--- src/rtl/vga_scanout_palette_pkg.sv ---
// Shared types, the reset-time palette and the latency helper for the
// VGA framebuffer scanout stage.
package scanout_pkg;

   localparam int DEFAULT_COLOR_BITS = 6;

   typedef struct packed {
      logic [DEFAULT_COLOR_BITS-1:0] r;
      logic [DEFAULT_COLOR_BITS-1:0] g;
      logic [DEFAULT_COLOR_BITS-1:0] b;
   } rgb_t;

   // Sixteen-colour EGA-style palette loaded into both palette banks on reset
   localparam rgb_t DEFAULT_PALETTE [16] = '{
      18'h00000, 18'h0002A, 18'h00A80, 18'h00AAA,
      18'h2A000, 18'h2A02A, 18'h2A540, 18'h2AAAA,
      18'h15555, 18'h1557F, 18'h15FD5, 18'h15FFF,
      18'h3F555, 18'h3F57F, 18'h3FFD5, 18'h3FFFF
   };

   function automatic int scanout_latency(input int read_delay);
      return read_delay + 2;
   endfunction

endpackage

--- src/rtl/vga_scanout_palette_if.sv ---
// Framebuffer read port: the scanout stage is master, the memory is slave.
interface vga_scanout_palette_if #(
   parameter int ADDR_BITS = 20,
   parameter int DATA_BITS = 4
);

   logic                 read_en;
   logic [ADDR_BITS-1:0] read_addr;
   logic [DATA_BITS-1:0] read_data;

   modport master (
      output read_en,
      output read_addr,
      input  read_data
   );

   modport slave (
      input  read_en,
      input  read_addr,
      output read_data
   );

endinterface

--- src/rtl/vga_scanout_palette_addr_gen.sv ---
// Address generator: tracks the framebuffer row base without a multiplier and
// registers the read strobe/address. Optional macro: SCANOUT_PAL_ROTATE_EN.
module scanout_addr_gen
   import scanout_pkg::*;
#(
   parameter int WIDTH       = 1024,
   parameter int HEIGHT      = 768,
   parameter int SCALE_SHIFT = 0,
   parameter int ADDR_BITS   = 20
) (
   input  logic        clk_pixel,
   input  logic        reset,
   vga_scanout_palette_if.master fb,
   input  logic [11:0] vga_x,
   input  logic [11:0] vga_y,
   input  logic        video_active
`ifdef SCANOUT_PAL_ROTATE_EN
   ,
   output logic        frame_wrap
`endif
);

   localparam int                   FB_W     = WIDTH >> SCALE_SHIFT;
   localparam logic [11:0]          WIDTH_L  = 12'(WIDTH);
   localparam logic [11:0]          HEIGHT_L = 12'(HEIGHT);
   localparam logic [11:0]          Y_MASK   = 12'((1 << SCALE_SHIFT) - 1);
   localparam logic [ADDR_BITS-1:0] FB_W_A   = ADDR_BITS'(FB_W);

   logic [ADDR_BITS-1:0] row_base;
   logic [ADDR_BITS-1:0] row_base_next;
   logic [11:0]          y_q;
   logic                 y_changed;
   logic                 in_range;

   // A new framebuffer row starts every 2^SCALE_SHIFT screen lines; with no
   // scaling the mask is zero so every line advances the base.
   always_comb begin
      y_changed     = (vga_y != y_q);
      row_base_next = row_base;
      if (y_changed) begin
         if (vga_y == 12'd0) begin
            row_base_next = '0;
         end else if ((vga_y & Y_MASK) == 12'd0) begin
            row_base_next = row_base + FB_W_A;
         end
      end
      in_range = video_active && (vga_x < WIDTH_L) && (vga_y < HEIGHT_L);
   end

   always_ff @(posedge clk_pixel) begin
      if (reset) begin
         row_base     <= '0;
         y_q          <= '0;
         fb.read_en   <= 1'b0;
         fb.read_addr <= '0;
      end else begin
         y_q        <= vga_y;
         row_base   <= row_base_next;
         fb.read_en <= in_range;
         if (in_range) begin
            fb.read_addr <= row_base_next + ADDR_BITS'(vga_x >> SCALE_SHIFT);
         end
      end
   end

`ifdef SCANOUT_PAL_ROTATE_EN
   assign frame_wrap = y_changed && (vga_y == 12'd0);
`endif

endmodule

--- src/rtl/vga_scanout_palette.sv ---
// Framebuffer scanout with double-buffered palette and aligned sync delay.
// Optional macro: SCANOUT_PAL_ROTATE_EN adds a per-frame palette index rotation.
module vga_scanout_palette
   import scanout_pkg::*;
#(
   parameter int WIDTH       = 1024,
   parameter int HEIGHT      = 768,
   parameter int SCALE_SHIFT = 0,
   parameter int DATA_BITS   = 4,
   parameter int COLOR_BITS  = 6,
   parameter int READ_DELAY  = 2,
   parameter int ADDR_BITS   = $clog2((WIDTH >> SCALE_SHIFT) * (HEIGHT >> SCALE_SHIFT))
) (
   input  logic                    clk_pixel,
   input  logic                    reset,
   input  logic [11:0]             vga_x,
   input  logic [11:0]             vga_y,
   input  logic                    video_active,
   input  logic                    hsync_in,
   input  logic                    vsync_in,
   vga_scanout_palette_if.master   fb,
   input  logic                    pal_we,
   input  logic [DATA_BITS-1:0]    pal_waddr,
   input  logic [3*COLOR_BITS-1:0] pal_wdata,
   input  logic                    pal_commit,
   output logic                    pal_pending,
   output logic [COLOR_BITS-1:0]   vga_r,
   output logic [COLOR_BITS-1:0]   vga_g,
   output logic [COLOR_BITS-1:0]   vga_b,
   output logic                    vga_hsync,
   output logic                    vga_vsync,
   output logic                    vga_active
`ifdef SCANOUT_PAL_ROTATE_EN
   ,
   input  logic [DATA_BITS-1:0]    pal_rot_step
`endif
);

   localparam int          L        = scanout_latency(READ_DELAY);
   localparam int          PAL_N    = 1 << DATA_BITS;
   localparam logic [11:0] HEIGHT_L = 12'(HEIGHT);

   typedef logic [3*COLOR_BITS-1:0] entry_t;

   function automatic entry_t default_entry(input int i);
      rgb_t e;
      e = DEFAULT_PALETTE[4'(i)];
      return {COLOR_BITS'(e.r), COLOR_BITS'(e.g), COLOR_BITS'(e.b)};
   endfunction

   entry_t                  shadow_pal [PAL_N];
   entry_t                  active_pal [PAL_N];
   logic                    pal_copy;
   logic [READ_DELAY-1:0]   in_range_pipe;
   logic [L-1:0][2:0]       sync_pipe;
   entry_t                  colour_q;
   logic [DATA_BITS-1:0]    idx;

`ifdef SCANOUT_PAL_ROTATE_EN
   logic                    frame_wrap;
   logic [DATA_BITS-1:0]    rot_offset;
`endif

   scanout_addr_gen #(
      .WIDTH       (WIDTH),
      .HEIGHT      (HEIGHT),
      .SCALE_SHIFT (SCALE_SHIFT),
      .ADDR_BITS   (ADDR_BITS)
   ) u_addr_gen (
      .clk_pixel    (clk_pixel),
      .reset        (reset),
      .fb           (fb),
      .vga_x        (vga_x),
      .vga_y        (vga_y),
      .video_active (video_active)
`ifdef SCANOUT_PAL_ROTATE_EN
      ,
      .frame_wrap   (frame_wrap)
`endif
   );

   // Shadow-to-active copy only happens in vertical blank so a frame never
   // shows a half-updated palette.
   assign pal_copy = pal_pending && (vga_y >= HEIGHT_L) && !video_active;

   always_ff @(posedge clk_pixel) begin
      if (reset) begin
         pal_pending <= 1'b0;
         for (int i = 0; i < PAL_N; i++) begin
            shadow_pal[DATA_BITS'(i)] <= default_entry(i);
            active_pal[DATA_BITS'(i)] <= default_entry(i);
         end
      end else begin
         if (pal_we) begin
            shadow_pal[pal_waddr] <= pal_wdata;
         end
         if (pal_copy) begin
            active_pal <= shadow_pal;
         end
         if (pal_commit) begin
            pal_pending <= 1'b1;
         end else if (pal_copy) begin
            pal_pending <= 1'b0;
         end
      end
   end

`ifdef SCANOUT_PAL_ROTATE_EN
   always_ff @(posedge clk_pixel) begin
      if (reset) begin
         rot_offset <= '0;
      end else if (frame_wrap) begin
         rot_offset <= rot_offset + pal_rot_step;
      end
   end

   assign idx = fb.read_data + rot_offset;
`else
   assign idx = fb.read_data;
`endif

   // in_range rides along with the memory latency; syncs take the full
   // latency so they leave together with the colour they frame.
   always_ff @(posedge clk_pixel) begin
      if (reset) begin
         in_range_pipe <= '0;
         sync_pipe     <= '0;
         colour_q      <= '0;
      end else begin
         in_range_pipe <= READ_DELAY'({in_range_pipe, fb.read_en});
         sync_pipe     <= {sync_pipe[L-2:0], {hsync_in, vsync_in, video_active}};
         colour_q      <= (in_range_pipe[READ_DELAY-1] && sync_pipe[L-2][0])
                          ? active_pal[idx] : '0;
      end
   end

   assign {vga_r, vga_g, vga_b} = colour_q;
   assign vga_hsync  = sync_pipe[L-1][2];
   assign vga_vsync  = sync_pipe[L-1][1];
   assign vga_active = sync_pipe[L-1][0];

endmodule
--- src/flat_wrapper.sv ---
// flat-port wrapper written by rule: the top's interface ports become plain ports
module vga_scanout_palette_flat import scanout_pkg::*;
#(
   parameter int WIDTH       = 1024,
   parameter int HEIGHT      = 768,
   parameter int SCALE_SHIFT = 0,
   parameter int DATA_BITS   = 4,
   parameter int COLOR_BITS  = 6,
   parameter int READ_DELAY  = 2,
   parameter int ADDR_BITS   = $clog2((WIDTH >> SCALE_SHIFT) * (HEIGHT >> SCALE_SHIFT))
)
  (clk_pixel, reset, vga_x, vga_y, video_active, hsync_in, vsync_in, pal_we, pal_waddr, pal_wdata, pal_commit, pal_pending, vga_r, vga_g, vga_b, vga_hsync, vga_vsync, vga_active, fb_read_en, fb_read_addr, fb_read_data);
  vga_scanout_palette_if #(.ADDR_BITS(ADDR_BITS), .DATA_BITS(DATA_BITS)) fb_i ();
  input  logic clk_pixel;
  input  logic reset;
  input  logic [11:0] vga_x;
  input  logic [11:0] vga_y;
  input  logic video_active;
  input  logic hsync_in;
  input  logic vsync_in;
  input  logic pal_we;
  input  logic [DATA_BITS-1:0] pal_waddr;
  input  logic [3*COLOR_BITS-1:0] pal_wdata;
  input  logic pal_commit;
  output logic pal_pending;
  output logic [COLOR_BITS-1:0] vga_r;
  output logic [COLOR_BITS-1:0] vga_g;
  output logic [COLOR_BITS-1:0] vga_b;
  output logic vga_hsync;
  output logic vga_vsync;
  output logic vga_active;
  output wire logic [$bits(fb_i.read_en)-1:0] fb_read_en;
  output wire logic [$bits(fb_i.read_addr)-1:0] fb_read_addr;
  input wire logic [$bits(fb_i.read_data)-1:0] fb_read_data;
  assign fb_read_en = fb_i.read_en;
  assign fb_read_addr = fb_i.read_addr;
  assign fb_i.read_data = fb_read_data;
  vga_scanout_palette #(.WIDTH(WIDTH), .HEIGHT(HEIGHT), .SCALE_SHIFT(SCALE_SHIFT), .DATA_BITS(DATA_BITS), .COLOR_BITS(COLOR_BITS), .READ_DELAY(READ_DELAY), .ADDR_BITS(ADDR_BITS)) u_core (.clk_pixel(clk_pixel), .reset(reset), .vga_x(vga_x), .vga_y(vga_y), .video_active(video_active), .hsync_in(hsync_in), .vsync_in(vsync_in), .fb(fb_i), .pal_we(pal_we), .pal_waddr(pal_waddr), .pal_wdata(pal_wdata), .pal_commit(pal_commit), .pal_pending(pal_pending), .vga_r(vga_r), .vga_g(vga_g), .vga_b(vga_b), .vga_hsync(vga_hsync), .vga_vsync(vga_vsync), .vga_active(vga_active));
endmodule
--- config.mk ---
export PLATFORM = sky130hd
export DESIGN_NAME = vga_scanout_palette_flat
export DESIGN_NICKNAME = d
export VERILOG_FILES = /design/src/rtl/vga_scanout_palette_pkg.sv /design/src/rtl/vga_scanout_palette_if.sv /design/src/rtl/vga_scanout_palette_addr_gen.sv /design/src/rtl/vga_scanout_palette.sv /design/src/flat_wrapper.sv
export SDC_FILE = /design/constraint.sdc
export NUM_CORES = 1
export LEC_CHECK = 0
export BUFFER_PORTS_ARGS = -buffer_cell sky130_fd_sc_hd__buf_2
export CORE_MARGIN = 4
export CORE_UTILIZATION = 50
export CTS_CLUSTER_SIZE = 10
export DETAILED_ROUTE_END_ITERATION = 8
export MAX_ROUTING_LAYER = met4
export PLACE_DENSITY = 0.67
export SYNTH_ARGS = -nofsm -noshare
export SYNTH_HDL_FRONTEND = slang
export SYNTH_HIERARCHICAL = 1
export SYNTH_SLANG_ARGS = --single-unit
--- constraint.sdc ---
create_clock -name clk_pixel -period 8.9 [get_ports clk_pixel]
set_input_delay 0.445 -clock clk_pixel [delete_from_list [all_inputs] [get_ports clk_pixel]]
set_output_delay 0.445 -clock clk_pixel [all_outputs]
set_load 0.01 [all_outputs]
==> key figures <==
Run
  • Max_cap viols: 0

Power and ir drop
  • Psw: around 0.0014 W
  • Clock share of power: 0.434
  • Power Internal: approximately 0.005 W
  • Leakage: between 9 and 10 nW
  • Total power draw: ~0.0063 W
  • Combinational share of power: 0.052
  • Power density over cell area: around 220 nW/um2
  • Peak VDD IR: ~130 uV
  • Sequential share of power: 0.514
  • Net Sw Frac: 0.222

Critical path
  • Crit Path Class: register to register
  • WP data required: between 9000 and 10000 ps
  • Critical Path Fanout Max: 19
  • Crit. End Element: register
  • Crit path arrival time: around 5000 ps
  • R2R Setup Slk: around 4500 ps
  • CP startpoint kind: register

CTS
  • Postcts setup bufs: 0
  • CTS tree: yes
  • Total clock sinks: roughly 660
  • Clock buffer depth: 3
  • Clock latency on the worst-skew pair: about 600 ps
  • PostCTS Resize Cnt: 0
  • Clk root buf: clkbuf_16
  • TritonCTS Buffers: 76
  • H-tree depth: 3
  • Clk slew on worst S/H paths: approximately 50 ps
  • Post-CTS Hold Buffers: 0

Placement
  • DPL Wire Length: approximately 34 mm
  • Port buffer count: between 90 and 100
  • Dpl cell area: about 26000 um2
  • GPL Wtd Cong: roughly 0.84

Drt
  • Final ANT Viol Nets: 0
  • Remaining DRCs: 0
  • Wire per inst: about 22 um
  • Iter 0 DRT Violations: around 1700
  • DRT Pass-1 Iters: 6
  • Vias per inst: a little over 6
  • Routed WL: 63.8 mm
  • Vias: about 18000

Outcome
  • Outcome: complete, no violations

Logic synthesis
  • Ys async rst share: 0
  • Adder-cell share of the synthesized area: 0.00711
  • EDFF count, synth: between 200 and 300
  • Synth area leader: edfxtp_1
  • Compound-gate portion of the synthesized area: 0.136
  • Post-Syn Nets: between 2000 and 2500
  • Syn avg cell area: between 10 and 15 um2
  • Synth area leaders: edfxtp_1, dfxtp_1, mux4_2
  • Distinct cell type count after synthesis: 67
  • Mapped Area: ~26000 um2
  • YS warnings: 6
  • Most common cell in the netlist: dfxtp_1
  • Mapped Cells: approximately 2100
  • Main synth FF type: dfxtp_1
  • Post-synthesis sequential area ratio: 0.628
  • Xor/xnor share of the synthesized area: 0.00716
  • Seq cells post-synth: ~660
  • Multiplexer area fraction after synthesis: 0.0701
  • Synth top cells by count: dfxtp_1, edfxtp_1, nand3_1, a21oi_1, o21ai_0
  • Simple-Gate Fraction of Synth Area: 0.114
  • Main combinational cell family by area after synthesis: compound AO/OA/AOI/OAI gates
  • Yosys top cell area share: 0.337

Floorplanning
  • Num ports: 100
  • Num rows: a little over 80
  • Die footprint: around 55000 um2
  • Initial Util: 0.509
  • Core Region: 50500 um2
  • Width of the die: 235 um
  • Die Span Y: 235 um

Global routing
  • Number of global-route vias before repair: between 15000 and 20000
  • Largest net degree at the start of global routing: 110
  • First-pass GRT wire length: 98.2 mm
  • Initial antenna violation count: 2
  • Tot GR Track Use: 0.230
  • Remaining global-route overflow: 0

Timing
  • RSZ-0062 raised after global routing: false
  • Worst-Margin Slew: between 1000 and 1500 ps
  • Fin Setup TNS: 0 ps
  • Slew Limit Fails: 0
  • Period Utilization, post-route: 0.491
  • # setup viols final: 0
  • Min Tclk post-route: about 4400 ps
  • Fmax: around 230 MHz
  • Setup Skew: about 18 ps
  • Fin. Hold Viols: 0
  • Max-Slew Margin vs Limit: 0.148

Finish
  • Design Area, Final: 28500 um2
  • Synthesis-to-finish area growth: 11.1%
  • Share of layout cells above drive strength 1: 0.146
  • Fillers: about 4200
  • Final #Nets: about 2200

Worst hold path
  • HP Class: primary input to register
## flip-flops by register name, summed over array words and instances (netlist names)
register	cells
u_core/in_range_pipe	2
u_core/colour_q	18
u_core/vga_active	1
u_core/vga_hsync	1
u_core/u_addr_gen/fb.read_addr	20
u_core/shadow_pal	288
u_core/u_addr_gen/row_base	20
u_core/u_addr_gen/y_q	12
u_core/u_addr_gen/fb.read_en	1
u_core/sync_pipe	9
u_core/vga_vsync	1
u_core/pal_pending	1
u_core/active_pal	288
## final timing paths
path | cells after the start | from | endpoint
max | 15 | u_core/u_addr_gen/y_q[9] | u_core/u_addr_gen/fb.read_addr[16]
min | 2 | hsync_in | u_core/sync_pipe[2]
max reg2reg | 15 | u_core/u_addr_gen/y_q[9] | u_core/u_addr_gen/fb.read_addr[16]
min reg2reg | 0 | u_core/shadow_pal[102] | u_core/active_pal[102]
## kinds of logic (layout without fill, tap and decap cells)
logic type               count (synthesis)  after routing
flip-flops                             662            662
AO/OA/AOI/OAI                          598            598
AND/OR/NAND/NOR                        536            536
buffers and inverters                  204            257
multiplexers                            90             90
XOR/XNOR                                21             21
adder cells (fa/ha/maj)                 14             14
other                                    0              4
## cell usage in the layout (no fill, tap or decap), drive strengths merged, types with 24 or more instances in the layout
cell type	netlist	final
mux4	72	72
buf	95	132
o21ai	230	230
nor2	37	37
nand2	42	42
clkbuf	100	112
a21oi	233	233
o211ai	24	24
and3	86	86
nor2b	33	33
nand3	254	254
dfxtp	374	374
edfxtp	288	288
a211o	74	74
## critical path, cell delays in order, from the launching register on
cell      delay [ps]
dfxtp_1          310
xnor2_1          240
and4_1           390
nand3_1          260
nand2_1          470
and2_1           200
ha_1             180
inv_1             60
fa_1             380
nor2b_1          220
o31ai_1          170
a211oi_1         310
o31a_1           290
o21ai_0          150
or3b_2           450
a31oi_1          190
## through the flow
step	setup slack [ps]	util	hold WS [ps]	instances
CTS	4520	0.565	39.0	2850
detailed placement	4270	0.523	405	2734
global placement	4490	0.523	401	2734
finish	4530	0.565	61.5	2854
floorplan	1260	-	400	2125
global route	4250	0.565	60.9	2852
## cell type report
| cell class | count | area [um2] | share of cell area |
|---|---|---|---|
| Antenna cell | 4 | 10.0 | 0.000351 |
| Tap cell | 672 | 841 | 0.0295 |
| Clock buffer | 112 | 2050 | 0.0717 |
| Clock inverter | 4 | 65.1 | 0.00228 |
| Inverter | 9 | 33.8 | 0.00118 |
| Timing Repair Buffer | 132 | 758 | 0.0266 |
| Sequential cell | 662 | 16100 | 0.565 |
| Multi-Input combinational cell | 1259 | 8650 | 0.303 |
## power by group through the flow
| stage | Clock (W) | Sequential (W) | Combinational [W] |
|---|---|---|---|
| 3_5_place_dp | 0 | 0.00329 | 0.000322 |
| 2_1_floorplan | 0 | 0.00329 | 0.000214 |
| 3_3_place_gp | 0 | 0.00329 | 0.000315 |
| 4_1_cts | 0.00277 | 0.00323 | 0.000323 |
| 6_report | 0.00273 | 0.00323 | 0.000325 |
| 5_1_grt | 0.00291 | 0.00323 | 0.000348 |
## metal layers
metal,global-route usage,vias to the layer above,routed length [um]
met5,-,-,0
met4,0.0725,0,1710
met3,0.0455,127,4580
met2,0.363,648,30500
met1,0.304,8815,27000
li1,-,7992,-
No activity file was read; power rests on OpenSTA's default activity.
